[config.mk]
export PLATFORM = sky130hd
export DESIGN_NAME = avalon_ir_encode
export DESIGN_NICKNAME = d
export VERILOG_FILES = /design/src/rtl/avalon_ir_encode.sv
export SDC_FILE = /design/constraint.sdc
export NUM_CORES = 1
export LEC_CHECK = 0
export CAP_MARGIN = 20
export CORE_MARGIN = 3
export CORE_UTILIZATION = 55
export DETAILED_ROUTE_END_ITERATION = 12
export GPL_TIMING_DRIVEN = 1
export HOLD_SLACK_MARGIN = 0.05
export PLACE_DENSITY = 0.74
export SETUP_SLACK_MARGIN = 0.05
export SYNTH_ARGS = -nofsm -noshare
export SYNTH_HDL_FRONTEND = slang
export SYNTH_SLANG_ARGS = --single-unit
[constraint.sdc]
create_clock -name clk -period 3 [get_ports clk]
set_input_delay 0.75 -clock clk [delete_from_list [all_inputs] [get_ports clk]]
set_output_delay 0.75 -clock clk [all_outputs]
set_load 0.005 [all_outputs]
[src/rtl/avalon_ir_encode.sv]
// Avalon-MM IR transmitter: loads a 16-bit address and a 16-bit data word, then
// sends one NEC frame (leader, 32 bits LSB-first, stop mark) on a 38 kHz carrier.
module avalon_ir_encode #(
   parameter int CLK_FREQ      = 50000000,
   parameter int CARRIER_HZ    = 38000,
   parameter int LEAD_MARK_US  = 9000,
   parameter int LEAD_SPACE_US = 4500,
   parameter int BIT_MARK_US   = 560,
   parameter int ZERO_SPACE_US = 560,
   parameter int ONE_SPACE_US  = 1690
) (
   input  logic       clk,
   input  logic       reset_n,
   input  logic [2:0] address,
   input  logic [7:0] writedata,
   input  logic       write,
   input  logic       read,
   input  logic       chipselect,
   output logic [7:0] readdata,
   output logic       oIR,
   output logic       oIR_env,
   output logic       Done_Flag_o
);

   localparam int CYC_PER_US = CLK_FREQ / 1000000;
   localparam int CAR_DIV    = CLK_FREQ / CARRIER_HZ;
   localparam int CAR_THR    = CAR_DIV / 3;

   localparam logic [19:0] LEAD_MARK_CYC  = 20'(LEAD_MARK_US  * CYC_PER_US);
   localparam logic [19:0] LEAD_SPACE_CYC = 20'(LEAD_SPACE_US * CYC_PER_US);
   localparam logic [19:0] BIT_MARK_CYC   = 20'(BIT_MARK_US   * CYC_PER_US);
   localparam logic [19:0] ZERO_SPACE_CYC = 20'(ZERO_SPACE_US * CYC_PER_US);
   localparam logic [19:0] ONE_SPACE_CYC  = 20'(ONE_SPACE_US  * CYC_PER_US);

   typedef enum logic [2:0] {
      IDLE, LEAD_MARK, LEAD_SPACE, BIT_MARK, BIT_SPACE, STOP_MARK
   } state_t;

   state_t      state, next_state;
   logic [19:0] phase_cnt;
   logic [19:0] phase_len;
   logic        phase_done;
   logic [15:0] car_cnt, car_nxt;
   logic [31:0] shift_q;
   logic [4:0]  bit_cnt;
   logic [7:0]  data_lo, data_hi, addr_lo, addr_hi;
   logic        done;
   logic        ctrl_wr, start_acc, busy;

   assign busy      = (state != IDLE);
   assign ctrl_wr   = chipselect && write && (address == 3'd0);
   assign start_acc = ctrl_wr && writedata[0] && !busy;

   function automatic logic is_mark(input state_t s);
      return (s == LEAD_MARK) || (s == BIT_MARK) || (s == STOP_MARK);
   endfunction

   always_comb begin
      // NOTE: every combinational output gets a default first so no path infers a latch.
      phase_len = 20'd1;
      case (state)
         LEAD_MARK:  phase_len = LEAD_MARK_CYC;
         LEAD_SPACE: phase_len = LEAD_SPACE_CYC;
         BIT_MARK:   phase_len = BIT_MARK_CYC;
         BIT_SPACE:  phase_len = shift_q[0] ? ONE_SPACE_CYC : ZERO_SPACE_CYC;
         STOP_MARK:  phase_len = BIT_MARK_CYC;
         default:    phase_len = 20'd1;
      endcase
   end

   assign phase_done = (phase_cnt == phase_len - 20'd1);

   always_comb begin
      next_state = state;
      case (state)
         IDLE:       if (start_acc)  next_state = LEAD_MARK;
         LEAD_MARK:  if (phase_done) next_state = LEAD_SPACE;
         LEAD_SPACE: if (phase_done) next_state = BIT_MARK;
         BIT_MARK:   if (phase_done) next_state = BIT_SPACE;
         BIT_SPACE:  if (phase_done) next_state = (bit_cnt == 5'd31) ? STOP_MARK : BIT_MARK;
         STOP_MARK:  if (phase_done) next_state = IDLE;
         default:    next_state = IDLE;
      endcase
   end

   // Carrier restarts on every state change so each mark begins with a high cycle.
   always_comb begin
      car_nxt = 16'd0;
      if (next_state == state && car_cnt != 16'(CAR_DIV - 1))
         car_nxt = car_cnt + 16'd1;
   end

   always_ff @(posedge clk or negedge reset_n) begin
      if (!reset_n) begin
         state <= IDLE;
      end else begin
         // NOTE: sequential state uses non-blocking assignments so all flops update together.
         state <= next_state;
      end
   end

   always_ff @(posedge clk or negedge reset_n) begin
      if (!reset_n) begin
         phase_cnt <= '0;
         car_cnt   <= '0;
         shift_q   <= '0;
         bit_cnt   <= '0;
         oIR_env   <= 1'b0;
         oIR       <= 1'b0;
      end else begin
         if (next_state != state || state == IDLE) phase_cnt <= '0;
         else                                      phase_cnt <= phase_cnt + 20'd1;
         car_cnt <= car_nxt;
         oIR_env <= is_mark(next_state);
         oIR     <= is_mark(next_state) && (car_nxt < 16'(CAR_THR));
         if (start_acc) begin
            shift_q <= {data_hi, data_lo, addr_hi, addr_lo};
            bit_cnt <= '0;
         end else if (state == BIT_SPACE && phase_done) begin
            shift_q <= shift_q >> 1;
            bit_cnt <= bit_cnt + 5'd1;
         end
      end
   end

   always_ff @(posedge clk or negedge reset_n) begin
      if (!reset_n) begin
         data_lo <= '0;
         data_hi <= '0;
         addr_lo <= '0;
         addr_hi <= '0;
         done    <= 1'b0;
      end else begin
         if (chipselect && write) begin
            case (address)
               3'd1:    data_lo <= writedata;
               3'd2:    data_hi <= writedata;
               3'd3:    addr_lo <= writedata;
               3'd4:    addr_hi <= writedata;
               default: ;
            endcase
         end
         // Completion outranks a simultaneous clear.
         if (state == STOP_MARK && phase_done)
            done <= 1'b1;
         else if (start_acc || (ctrl_wr && writedata[1]))
            done <= 1'b0;
      end
   end

   always_comb begin
      readdata = 8'h00;
      if (chipselect && read) begin
         case (address)
            3'd0:    readdata = {6'b0, done, busy};
            3'd1:    readdata = data_lo;
            3'd2:    readdata = data_hi;
            3'd3:    readdata = addr_lo;
            3'd4:    readdata = addr_hi;
            default: readdata = 8'h00;
         endcase
      end
   end

   assign Done_Flag_o = done;

endmodule

# [Yosys cells after proc, flatten, opt, wreduce, memory -nomap -nowiden]
# Index checks and enable logic that the tools add are counted.
# Widths: inputs -> output; s select.
[word_totals] register_bits=111 input_bits=16 out_inout_bits=11
[classes] n_addsub=4 order_cmp=1 n_eq_ne=17 n_mux=20 n_reduce_logical=25
[op_table] operator="$pmux 19 s4" count=1
[op_table] operator="$mux 32" count=2
[op_table] operator="$pmux 8 s5" count=1
[op_table] operator="$mux 3" count=7
[op_table] operator="$add 20x1->20 const B" count=1
[op_table] operator="$eq 20x20->1" count=1
[op_table] operator="$mux 20" count=1
[op_table] operator="$sub 20x1->20 const B" count=1
[op_table] operator="$pmux 3 s6" count=1
[op_table] operator="$mux 17" count=1
[op_table] operator="$add 16x1->16 const B" count=1
[op_table] operator="$lt 16x9->1 const B" count=1
[op_table] operator="$mux 16" count=1
[op_table] operator="$ne 16x11->1 const B" count=1
[op_table] operator="$eq 3x2->1 const B" count=5
[op_table] operator="$eq 3x3->1 const B" count=4
[op_table] operator="$logic_and 1x1->1" count=10
[op_table] operator="$mux 5" count=2
[op_table] operator="$eq 3x1->1 const B" count=3
[op_table] operator="$mux 8" count=1
[op_table] operator="$reduce_and 2->1" count=4
[op_table] operator="$logic_not 3->1" count=2
[op_table] operator="$add 5x1->5 const B" count=1
[op_table] operator="$eq 5x5->1 const B" count=1
[op_table] operator="8 further kinds" count=13

# [Depth between registers and ports, before layout]
# Gate-level depths: netlist (run 1).
[logic_depth] ltp_word=12 depth_mapped=11

# [Worst setup path after synthesis (run 1)]
# Ideal clock, no wire load.
[synth_timing] path_type="in2out" from="input port address[0]" to="output port readdata[4]" arrival_ns=2.053 required_time_ns=2.250 slack_ns=0.197 stages=7 cell_sequence="clkbuf_1 clkbuf_1 mux2_2 a22oi_1 nor2_1 a31oi_1 nor2_1"
[synth_between] elab_chain_cells=3 elab_cells_between_ends=7
[synth_rtl] element="start: declaration" line_no="14" source="input logic [2:0] address,"
[synth_rtl] element="$eq 3x3->1, or another cell as far along" line_no="154" source="case (address)"
[synth_rtl] element="$pmux 8 s5 (*)" line_no="154"
[synth_rtl] element="$mux 8 (*)" line_no="153" source="if (chipselect && read) begin"
[synth_rtl] element="end: declaration" line_no="19" source="output logic [7:0] readdata,"
# Mark *: on every way between the ends. The rest lies on a longest branch, timed or not.

# [Worst setup path in the final report (run 1)]
[layout_timing] from="input port address[0]" to="output port readdata[1]"
# The elaborated chain is that of the path after synthesis.

==> results.toml, run 1 <==
[run_status]
status = "finished clean"

[yosys]
async_flop_share_pct = 100
yosys_warnings = 0
synthTopCellsByArea = "dfrtp_1, mux2_2, nor2_1"
synth-seq-cells = 111
avgSynthCellArea_um2 = 9.97
synth.yosys.seq_area_share_pct = 47.5
synth_common_cells = "dfrtp_1, nor2_1, mux2_2"
synth_flop_cell = "dfrtp_1"
synth_area_leader_cell = "dfrtp_1"
synth_edf_count = 0
netlist.area_leader.share_pct = 47.5
synth_cell_type_count = 58
syn-instance-count = 587
syn_nets = 608
synth_area_um2 = 5850
yosysMostFrequentCell = "dfrtp_1"

[critical_path]
crit_type = "input pin to output pin"
worstPathRequired_ps = 2250
worstPathMaxFanout = 5
reg2regPathDepth = 9
ff2ff_setup_slack_ps = 300
critPathLaunchType = "input pin"
cpPeakStageDelay_ps = 450
reg2reg_to = "shift_q[2]"
arrival_ps = 2150
cp.depth = 7
reg2reg_from = "state[0]"
crit_family = "buffers and inverters"
startpoint = "address[0]"
critPathBufInv = 3
cpMaxStageDelayCell = "clkdlybuf4s50_1"
critPathCaptureType = "output pin"
cp-endpoint = "readdata[1]"
path_cells = "buf_2, buf_6, mux2_2, a22oi_1, o22a_1, nor2_1, clkdlybuf4s50_1"

[pwr]
p_total_mw = 5.17
p_per_area_nw_per_um2 = 772
p_leak_nw = 2.89
ir_worst_vdd_mv = 0.386

[grt]
grt_pass1_wl_mm = 21.8
grt-ovfl-total = 0
grt_usage_pct = 23.4
grt_max_degree = 70
antenna_found_initial = 0
grt_pass1_vias = 4357

[timing]
timing.setup.tns_ps = 0
fmax_ghz = 0.345
hold_viol_final = 0
rsz0062_at_grt = "true"
worst_slew_pin_slew_ps = 529
fin_ws_ps = 101
setup_viol = 0
relSlewSlack_pct = 63.8
finalClockSkew_ps = 9.10
worst_hold_slack_ps = 346
slew_violations = 0
min_period_over_period_pct = 96.6
period_needed_ps = 2900

[route]
vias_per_cell = 5.95
postRouteAntennaNets = 0
routedWlPerCell_um = 17.2
drcViolationCount = 0
drt_iter0_markers = 324
num_vias = 4537
drt_wl_total_mm = 13.1
first_pass_iters = 5

[layout]
area_growth_pct = 14.4
fillers = 821
drive_above_1_share_pct = 19.2
nNetsFinal = 642
design_area_um2 = 6690
antennaDiodeCount = 0

[placed_design]
gp_congestion = 0.853
pre_cts_slack_ps = -458
placed_area_um2 = 6390
port_buffers = 26
dp_hpwl_mm = 9.29

[floorplan]
start_util_pct = 56.7
io_pins = 27
die_w_um = 109
rows = 37
dieArea_um2 = 11900
die_h_um = 109
core_um2 = 10300

[flow_run]
cap_violations = 0

[clock_tree]
cts_tree = "yes"
clock_sinks = 111
cts-htree-levels = 3
hold_buffers = 0
clockBufferDepth = 2
clk_pin_slew_ps = 100
numCtsBuffers = 9
cts-root-buf = "clkbuf_8"
clkLatencyLatePin_ps = 380

[worst_hold_path]
hold_path_class = "input pin to async pin"
## repair_timing
item	CTS	global route
buffers inserted	0	2
cloned	1	0
hold endpoints to repair	0	0
gates resized for setup	17	9
pin swaps	0	1
endpoints found under the setup margin	8	43
## stage by stage
stage	util, %	instances
global placement	61.9	743
detailed placement	61.9	743
finish	64.8	762
CTS	64.6	760
floorplan	-	587
global route	64.8	762
## kinds of logic after synthesis
logic type | Yosys count | share of synthesized area, %
compound gates | 127 | 15.1
xor+xnor | 37 | 5.54
fa+ha+maj | 5 | 1.07
buf+inv | 64 | 4.90
flops | 111 | 47.5
mux | 44 | 8.34
simple gates | 199 | 17.6
## state kept, by name, indices dropped and copies added, names as in the netlist
name	cells
Done_Flag_o	1
addr_hi	8
addr_lo	8
bit_cnt	5
car_cnt	16
data_hi	8
data_lo	8
oIR	1
oIR_env	1
phase_cnt	20
shift_q	32
state	3
## how the worst min path moves through the flow
| stage | from | endpoint | slack [ps] |
|---|---|---|---|
| after detailed placement | shift_q[31] | shift_q[31] | 500 |
| after floorplan | reset_n | Done_Flag_o | 450 |
| after CTS | reset_n | phase_cnt[14] | 340 |
| after global placement | shift_q[31] | shift_q[31] | 490 |
| final | reset_n | phase_cnt[14] | 350 |
| after global routing | reset_n | phase_cnt[14] | 360 |
## power breakdown
part / switching (mW) / leakage, nW / internal, mW
Sequential: 0.380 / 1.39 / 1.92
Clock: 0.504 / 0.130 / 0.641
Combinational: 0.899 / 1.37 / 0.818
Total: 1.78 / 2.89 / 3.38
## cell usage in the layout, fill, tap and decap left out, types with 4 or more instances in the layout
cell / n
clkbuf_8: 9
buf_4: 27
o22ai_1: 19
mux2i_1: 6
nor2_1: 68
nor4_1: 5
dlygate4sd2_1: 5
nand2_1: 35
ha_1: 5
dfrtp_1: 109
o21ai_0: 14
inv_1: 28
o211ai_1: 13
nor2b_1: 7
a22oi_1: 7
a21oi_1: 27
nand2b_1: 4
xor2_1: 20
a21oi_2: 10
buf_12: 5
bufinv_16: 4
a31oi_1: 8
clkdlybuf4s50_1: 16
nor3_1: 4
mux2_2: 38
nand4_1: 6
nand3_1: 36
xnor2_1: 17
and3_1: 7
## worst register-to-register path, stage by stage (launching register included)
cell and delay (ps):
dfrtp_2 500, buf_12 180, nand2b_1 190, a2111oi_0 460, a311o_1 170, and4_1 290
nand4_4 220, and2_1 230, buf_4 210, a21oi_1 180
## per-layer routing
layer / GRT usage (%) / vias to the layer above / wire length [um]
met5: 0 / - / 0
met4: 5.41 / 0 / 92
met3: 4.80 / 9 / 736
met2: 34.6 / 146 / 5950
met1: 35.3 / 2218 / 6320
li1: - / 2164 / -
## layout make-up
class	count	area [um2]	share of cell area (%)
Multi-Input combinational cell	412	2820	42.1
Sequential cell	111	2780	41.5
Timing Repair Buffer	59	551	8.22
Tap cell	136	170	2.54
Clock inverter	7	145	2.17
Clock buffer	9	124	1.85
Inverter	28	105	1.57
Note: power is estimated with default switching activity, not from simulation.
==> run 2: changes to the inputs <==
CTS_CLUSTER_DIAMETER = 120   (was not set)
==> results of run 2 <==
Final layout, timing and power as in run 1 (identical DEF).
